--- src/rtl/clkdiv_sched.sv ---
// -----------------------------------------------------------------------------
// clkdiv_sched
// Tick scheduler and controller for the counter-based clock divider. A divide
// ratio and burst length are loaded through a valid/ready handshake. A run is
// then started, aborted or left to complete. While running, the block emits a
// single-cycle clock-enable strobe every (div+1) cycles.
//
// Ports:
//   clk         system clock, all logic on posedge
//   n_rst       synchronous active-high reset (1 = reset)
//   cfg_valid   config offered
//   cfg_ready   config can be accepted (IDLE / LOADED)
//   cfg_div     tick period minus one
//   cfg_burst   ticks per run, 0 = continuous
//   start       begin run (level, sampled in LOADED)
//   abort       terminate run (RUN only)
//   tick        one-cycle enable strobe
//   busy        high while running
//   done        one-cycle pulse on burst completion
//   ticks_left  remaining ticks in the current burst
//   phase_out   square wave toggling on every tick (only with the macro)
//
// Optional feature macro: CLKDIV_SCHED_PHASE_EN adds the phase_out output.
// -----------------------------------------------------------------------------
module clkdiv_sched #(
  parameter int CNT_W   = 8,
  parameter int BURST_W = 8
) (
  input  logic               clk,
  input  logic               n_rst,
  input  logic               cfg_valid,
  output logic               cfg_ready,
  input  logic [CNT_W-1:0]   cfg_div,
  input  logic [BURST_W-1:0] cfg_burst,
  input  logic               start,
  input  logic               abort,
  output logic               tick,
  output logic               busy,
  output logic               done,
`ifdef CLKDIV_SCHED_PHASE_EN
  output logic               phase_out,
`endif
  output logic [BURST_W-1:0] ticks_left
);

  typedef enum logic [1:0] {
    S_IDLE   = 2'd0,
    S_LOADED = 2'd1,
    S_RUN    = 2'd2,
    S_DONE   = 2'd3
  } state_t;

  localparam logic [CNT_W-1:0]   CNT_ZERO   = {CNT_W{1'b0}};
  localparam logic [CNT_W-1:0]   CNT_ONE    = {{(CNT_W-1){1'b0}}, 1'b1};
  localparam logic [BURST_W-1:0] BURST_ZERO = {BURST_W{1'b0}};
  localparam logic [BURST_W-1:0] BURST_ONE  = {{(BURST_W-1){1'b0}}, 1'b1};

  state_t             state_q, state_d;
  logic [CNT_W-1:0]   div_q, div_d;
  logic [BURST_W-1:0] burst_q, burst_d;
  logic [CNT_W-1:0]   cnt_q, cnt_d;
  logic [BURST_W-1:0] rem_q, rem_d;
`ifdef CLKDIV_SCHED_PHASE_EN
  logic               phase_q, phase_d;
`endif

  logic cfg_ready_s;
  logic cfg_hs_s;
  logic tick_s;

  // Next-state, counter and strobe logic.
  always_comb begin
    state_d = state_q;
    div_d   = div_q;
    burst_d = burst_q;
    cnt_d   = cnt_q;
    rem_d   = rem_q;
`ifdef CLKDIV_SCHED_PHASE_EN
    phase_d = phase_q;
`endif
    tick_s      = 1'b0;
    cfg_ready_s = (state_q == S_IDLE) || (state_q == S_LOADED);
    cfg_hs_s    = cfg_valid && cfg_ready_s;

    case (state_q)
      S_IDLE: begin
        if (cfg_hs_s) begin
          div_d   = cfg_div;
          burst_d = cfg_burst;
          state_d = S_LOADED;
        end else begin
          state_d = S_IDLE;
        end
      end

      S_LOADED: begin
        // A config handshake wins over start in the same cycle.
        if (cfg_hs_s) begin
          div_d   = cfg_div;
          burst_d = cfg_burst;
          state_d = S_LOADED;
        end else if (start) begin
          cnt_d   = CNT_ZERO;
          rem_d   = burst_q;
          state_d = S_RUN;
`ifdef CLKDIV_SCHED_PHASE_EN
          phase_d = 1'b0;
`endif
        end else begin
          state_d = S_LOADED;
        end
      end

      S_RUN: begin
        if (abort) begin
          // Abort suppresses any tick due this cycle and keeps the config.
          cnt_d   = CNT_ZERO;
          rem_d   = BURST_ZERO;
          state_d = S_LOADED;
        end else if (cnt_q == div_q) begin
          tick_s = 1'b1;
          cnt_d  = CNT_ZERO;
`ifdef CLKDIV_SCHED_PHASE_EN
          phase_d = ~phase_q;
`endif
          // burst_q == 0 is continuous mode: rem stays 0, no completion.
          if (burst_q != BURST_ZERO) begin
            if (rem_q == BURST_ONE) begin
              rem_d   = BURST_ZERO;
              state_d = S_DONE;
            end else begin
              rem_d = rem_q - BURST_ONE;
            end
          end else begin
            rem_d = BURST_ZERO;
          end
        end else begin
          cnt_d = cnt_q + CNT_ONE;
        end
      end

      S_DONE: begin
        state_d = S_LOADED;
      end

      default: begin
        state_d = S_IDLE;
      end
    endcase
  end

  // State and datapath registers with synchronous reset.
  always_ff @(posedge clk) begin
    if (n_rst) begin
      state_q <= S_IDLE;
      div_q   <= CNT_ZERO;
      burst_q <= BURST_ZERO;
      cnt_q   <= CNT_ZERO;
      rem_q   <= BURST_ZERO;
`ifdef CLKDIV_SCHED_PHASE_EN
      phase_q <= 1'b0;
`endif
    end else begin
      state_q <= state_d;
      div_q   <= div_d;
      burst_q <= burst_d;
      cnt_q   <= cnt_d;
      rem_q   <= rem_d;
`ifdef CLKDIV_SCHED_PHASE_EN
      phase_q <= phase_d;
`endif
    end
  end

  // Outputs are forced to their reset values while reset is asserted, so a
  // reset landing mid-run never lets a stale tick or done escape.
  always_comb begin
    if (n_rst) begin
      cfg_ready  = 1'b1;
      tick       = 1'b0;
      busy       = 1'b0;
      done       = 1'b0;
      ticks_left = BURST_ZERO;
`ifdef CLKDIV_SCHED_PHASE_EN
      phase_out  = 1'b0;
`endif
    end else begin
      cfg_ready  = cfg_ready_s;
      tick       = tick_s;
      busy       = (state_q == S_RUN);
      done       = (state_q == S_DONE);
      ticks_left = rem_q;
`ifdef CLKDIV_SCHED_PHASE_EN
      phase_out  = phase_q;
`endif
    end
  end

endmodule
--- config.mk ---
export PLATFORM = sky130hd
export DESIGN_NAME = clkdiv_sched
export DESIGN_NICKNAME = d
export VERILOG_FILES = /design/src/rtl/clkdiv_sched.sv
export SDC_FILE = /design/constraint.sdc
export NUM_CORES = 1
export LEC_CHECK = 0
export ABC_AREA = 1
export CAP_MARGIN = 20
export CELL_PAD_IN_SITES_DETAIL_PLACEMENT = 0
export CELL_PAD_IN_SITES_GLOBAL_PLACEMENT = 2
export CORE_MARGIN = 3
export CORE_UTILIZATION = 30
export DETAILED_ROUTE_END_ITERATION = 6
export GPL_ROUTABILITY_DRIVEN = 0
export PLACE_DENSITY_LB_ADDON = 0.1
export SLEW_MARGIN = 30
export SYNTH_ARGS = -nofsm -noshare
export SYNTH_HDL_FRONTEND = slang
export SYNTH_SLANG_ARGS = --single-unit
export TNS_END_PERCENT = 5
--- constraint.sdc ---
create_clock -name clk -period 3.42 [get_ports clk]
set_input_delay 0.684 -clock clk [delete_from_list [all_inputs] [get_ports clk]]
set_output_delay 0.684 -clock clk [all_outputs]
set_load 0.05 [all_outputs]
# After elaboration in Yosys (flattened, before gate mapping)
# Index checks and enable logic that the tools add are counted.
dict set report op_classes {
  add_sub_neg 2
  multipliers 0
  div 0
  magnitude_cmp 0
  n_eq_ne 10
  shift 0
  mux 28
  bitwise 0
  reduce_logical 10
}
# op n
set op_table {}
lappend op_table {{two-way mux 8 bit} 11}
lappend op_table {{one-hot mux 8 bit (2 select lines)} 2}
lappend op_table {{two-way mux 2 bit} 6}
lappend op_table {{!= test 3 bit (second input constant)} 3}
lappend op_table {{adder 8 x 1 -> 8 bit (second input constant)} 1}
lappend op_table {{== test 8 x 1 -> 1 bit (second input constant)} 1}
lappend op_table {{== test 8 bit} 1}
lappend op_table {{two-way mux 1 bit} 8}
lappend op_table {{one-hot mux 2 bit (4 select lines)} 1}
lappend op_table {{nonzero test 8 bit} 1}
lappend op_table {{subtractor 8 x 1 -> 8 bit (second input constant)} 1}
lappend op_table {{AND reduction 3 bit} 2}
lappend op_table {{== test 2 bit (second input constant)} 2}
lappend op_table {{!= test 2 bit (second input constant)} 2}
lappend op_table {{AND reduction 4 bit} 1}
lappend op_table {{== test 2 x 1 -> 1 bit (second input constant)} 1}
lappend op_table {{zero test 2 bit} 1}
lappend op_table {{AND reduction 2 bit} 1}
lappend op_table {{nonzero test 2 bit} 1}
lappend op_table {{OR reduction 2 bit} 1}
lappend op_table {{logical AND 1 bit} 1}
lappend op_table {{logical OR 1 bit} 1}
dict set report totals {
  reg_bits 34
  latchBits 0
  ram_bits 0
  rom_bits 0
  in_bits 21
  out_inout_bits 12
  elab_cells 55
  n_memories 0
}

# Longest topological paths before layout
dict set report depth {
  depth_word 6
  ltp_mapped 12
  mapped_depth_nobuf 11
}

# Worst setup path before layout
# OpenSTA, ideal clock, no wires.
dict set report synth_timing {
  path_type {input to output}
  startpoint {input port abort}
  endpoint {output port tick}
  arrival_ns 1.997
  required_ns 2.736
  slack_ns 0.739
  path_stages 3
  n_path_buf 0
  cell_sequence {nor2_4 -> inv_1 -> nor3_1}
}
dict set report synth_between {
  elab_chain_len 3
}
# element line_no
set synth_rtl {}
lappend synth_rtl {{from (decl)} 36} ;# input logic abort,
lappend synth_rtl {{two-way mux 1 bit} 115} ;# if (abort) begin
lappend synth_rtl {{two-way mux 1 bit} 85} ;# case (state_q)
lappend synth_rtl {{two-way mux 1 bit} 178} ;# if (n_rst) begin
lappend synth_rtl {{to (decl)} 37} ;# output logic tick,
# No other way between the ends.

# Worst setup path in the final report
dict set report layout_timing {
  startpoint {input port n_rst}
  endpoint {output port ticks_left[0]}
}
dict set report layout_between {
  elab_chain_len 1
}
# element line_no
set layout_rtl {}
lappend layout_rtl {{from (decl)} 30} ;# input logic n_rst,
lappend layout_rtl {{two-way mux 8 bit} 178}
lappend layout_rtl {{to (decl)} 43} ;# output logic [BURST_W-1:0] ticks_left
# No other way between the ends.

==> impl_summary.txt <==
----------------------------------------------------
[Status]
  Run status ... completed

[Logic synthesis]
  Top-count cell post-synth ... sky130_fd_sc_hd__nor2_1
  Most numerous cell types in the synthesized netlist ... sky130_fd_sc_hd__nor2_1 (72), sky130_fd_sc_hd__nand2_1 (65), sky130_fd_sc_hd__dfxtp_1 (34)
  Synth area leaders ... sky130_fd_sc_hd__dfxtp_1 (37%), sky130_fd_sc_hd__nor2_1 (15%), sky130_fd_sc_hd__nand2_1 (13%), sky130_fd_sc_hd__o21ai_0 (5.2%), sky130_fd_sc_hd__inv_1 (4.5%)
  Post-synthesis async set-or-reset flop share ... 0%
  Proportion of synthesized chip area in sequential cells ... 37.4%
  Count of unique library cells instantiated by Yosys ... 22
  Synthesis warning total ... 0
  Post-Synthesis Cells ... ~280
  Per-instance average area after synthesis ... approximately 6.6 um^2
  EDFF count, synth ... 0
  Leading area contributor after synthesis ... sky130_fd_sc_hd__dfxtp_1
  Flops & latches, synth ... 34
  Post-synthesis cell area ... ~1800 um^2
  Post-synth top area share ... 37.4%
  Number of nets produced by synthesis ... 300
  Dominant synthesized flop cell ... sky130_fd_sc_hd__dfxtp_1

[Clock tree]
  Clock sinks ... 34
  Clock Latency Late Sink ... about 0.28 ns
  Root Buffer ... sky130_fd_sc_hd__clkbuf_8
  Post-cts sizing count ... 0
  Buffers from clock root to sink, at most ... 2
  Post-CTS setup buffers ... 0
  CTS H-Tree Depth ... 2
  Number of buffers inserted during clock tree synthesis ... 5
  CTS clk-pin slew, worst paths ... 0.07 ns
  Number of hold buffers added after CTS ... 0
  CTS tree ... yes

[Floorplan]
  Die height ... approximately 84 um
  Die width ... 83.9 um
  Starting density of the core ... 32.1%
  Total Die Area ... 7030 um^2
  Number of ports placed on the die boundary ... 33
  Placeable Area ... between 5000 and 6000 um^2
  Site row count ... 27

[STA]
  Unrepaired setup endpoints after global routing ... false
  Pin slew with the least headroom to its limit ... between 0.5 and 0.6 ns
  Final Cycle Share ... 86.7%
  Final number of hold-violating endpoints ... 0
  Final Slew Violations ... 0
  Final setup violation count ... 0
  Setup Skew ... 0.00914 ns
  Setup slack after layout ... 0.455 ns
  Worst slew margin ... 66.0%
  Post-route setup TNS ... 0 ns
  Worst hold-check slack ... 0.474 ns
  Minimum period implied by the final worst setup slack ... 2.96 ns
  Achievable clock frequency ... 337 MHz

[Setup path]
  Arrival time worst endpoint ... between 2 and 2.5 ns
  Register-to-Register Path Depth ... 5
  Largest driver fanout on the critical path ... 10
  Launch point of the worst reg-to-reg path ... state_q[1]
  Kind of critical path ... primary input to output pin
  Sort of element at the start of the critical path ... primary input
  Worst endpoint required time ... roughly 2.7 ns
  Crit. Startpoint ... n_rst
  Capturing element type of the critical path ... output pin

[Cells and area]
  Signed area change from the synthesized netlist to the final layout ... 27.0%
  Post-layout utilization of the core ... between 40 and 50%
  Layout cells sized above 1 ... 10.9%
  Final Instance Area ... ~2300 um^2
  Nets ... 335
  Final cell count without fillers ... 383
  Antenna Cells ... 0

[Pwr]
  Total power ... 0.984 mW
  Power density over the cells ... 426 nW/um^2
  Max IR drop VDD ... 0.170 mV
  Leakage Power ... roughly 1.0 nW

[Placed design]
  Placement Cell Area ... 2200 um^2
  Dpl hpwl ... 3130 um
  Total of buffers placed on input and output ports ... 32
  Setup slack at placement ... 0.458 ns
  Cell Count Post-Placement ... 376

[Min path]
  Hold Startpoint ... div_q[5]
  WHS Path Cells ... 2
  Kind of path behind the tightest hold check ... flip-flop to flip-flop

[Drt]
  Number of detailed-route iterations in the first pass ... 4
  Total wire length ... between 4000 and 5000 um
  Mean routed wirelength per cell ... 11.2 um
  Number of antenna-violating nets in the routed design ... 0
  Number of vias after detailed routing ... 1633
  Number of vias per cell after detailed routing ... 4.26
  Total DRC errors in the routed layout ... 0
  Initial DRC Count ... 67

[Job]
  Number of max-capacitance violations reported ... 0

[Global routing]
  Largest net degree at the start of global routing ... 28
  Layer carrying the most global-route usage ... met1
  Global Route met2 Usage ... between 15 and 20%
  Total grt overflow ... 0
  Met3 Use GR ... 3.75%
  Antenna violations before repair ... 0
  Total routing usage reported by global routing ... between 10% and 20%
  Wire length of the first global-routing pass ... 7560 um
  Met1 track demand over resource ... 19.2%
  Via count of the first global-routing pass ... 1619

----------------------------------------------------
## power breakdown
part	switching (mW)	leakage (nW)	internal (mW)	total, mW
registers	0.0145	0.279	0.418	0.433
clock network	0.143	0.0573	0.233	0.376
logic	0.103	0.703	0.0734	0.176
total	0.260	1.04	0.725	0.984
## cells by family (layout without fill, tap and decap cells)
logic type / count (synthesis) / count (layout) / share of synthesized area [%]
compound gates: 28 / 28 / 7.77
xor+xnor: 14 / 14 / 6.74
fa+ha+maj: 3 / 3 / 2.06
buf+inv: 34 / 69 / 8.32
flops: 34 / 34 / 37.4
simple gates: 163 / 163 / 37.7
## worst paths after layout
| kind | end | slack, ns |
|---|---|---|
| setup reg to reg | div_q[5] | 1.79 |
| setup / recovery | ticks_left[0] | 0.46 |
| hold / removal | div_q[5] | 0.47 |
| hold reg to reg | div_q[5] | 0.47 |
## per-layer routing
metal | wire, um | vias to the layer above
met1 | 2320 | 677
li1 | - | 914
met4 | 58 | 0
met5 | 0 | -
met3 | 282 | 4
met2 | 1640 | 38
## layout by cell type (no fill, tap or decap), types with 5 or more instances in the layout
cell and count:
sky130_fd_sc_hd__nand2_1 65, sky130_fd_sc_hd__buf_4 9, sky130_fd_sc_hd__nor2_1 72, sky130_fd_sc_hd__xor2_1 9, sky130_fd_sc_hd__dfxtp_1 34, sky130_fd_sc_hd__o21ai_0 19
sky130_fd_sc_hd__a21oi_1 8, sky130_fd_sc_hd__nand3_1 7, sky130_fd_sc_hd__clkdlybuf4s50_1 25, sky130_fd_sc_hd__inv_1 22, sky130_fd_sc_hd__clkbuf_8 6, sky130_fd_sc_hd__nand2_2 7
sky130_fd_sc_hd__xnor2_1 5
## sequential cells by signal (all words and copies together), names as in the netlist
signal and count:
burst_q 8, state_q 2, div_q 8, rem_q 8, cnt_q 8
## cell type report
class | count | area (um^2)
tap | 72 | 90.1
timing repair buffer | 35 | 338
clock inverter | 1 | 30.0
multi-input combinational | 208 | 987
inverter | 27 | 101
fill | 623 | 3370
sequential | 34 | 681
clock buffer | 6 | 82.6
## worst max-delay path: stages
cell	delay [ns]
sky130_fd_sc_hd__clkdlybuf4s50_1	0.59
sky130_fd_sc_hd__nor2_1	0.19
sky130_fd_sc_hd__clkdlybuf4s50_1	0.81
No activity file was read; power rests on OpenSTA's default activity.
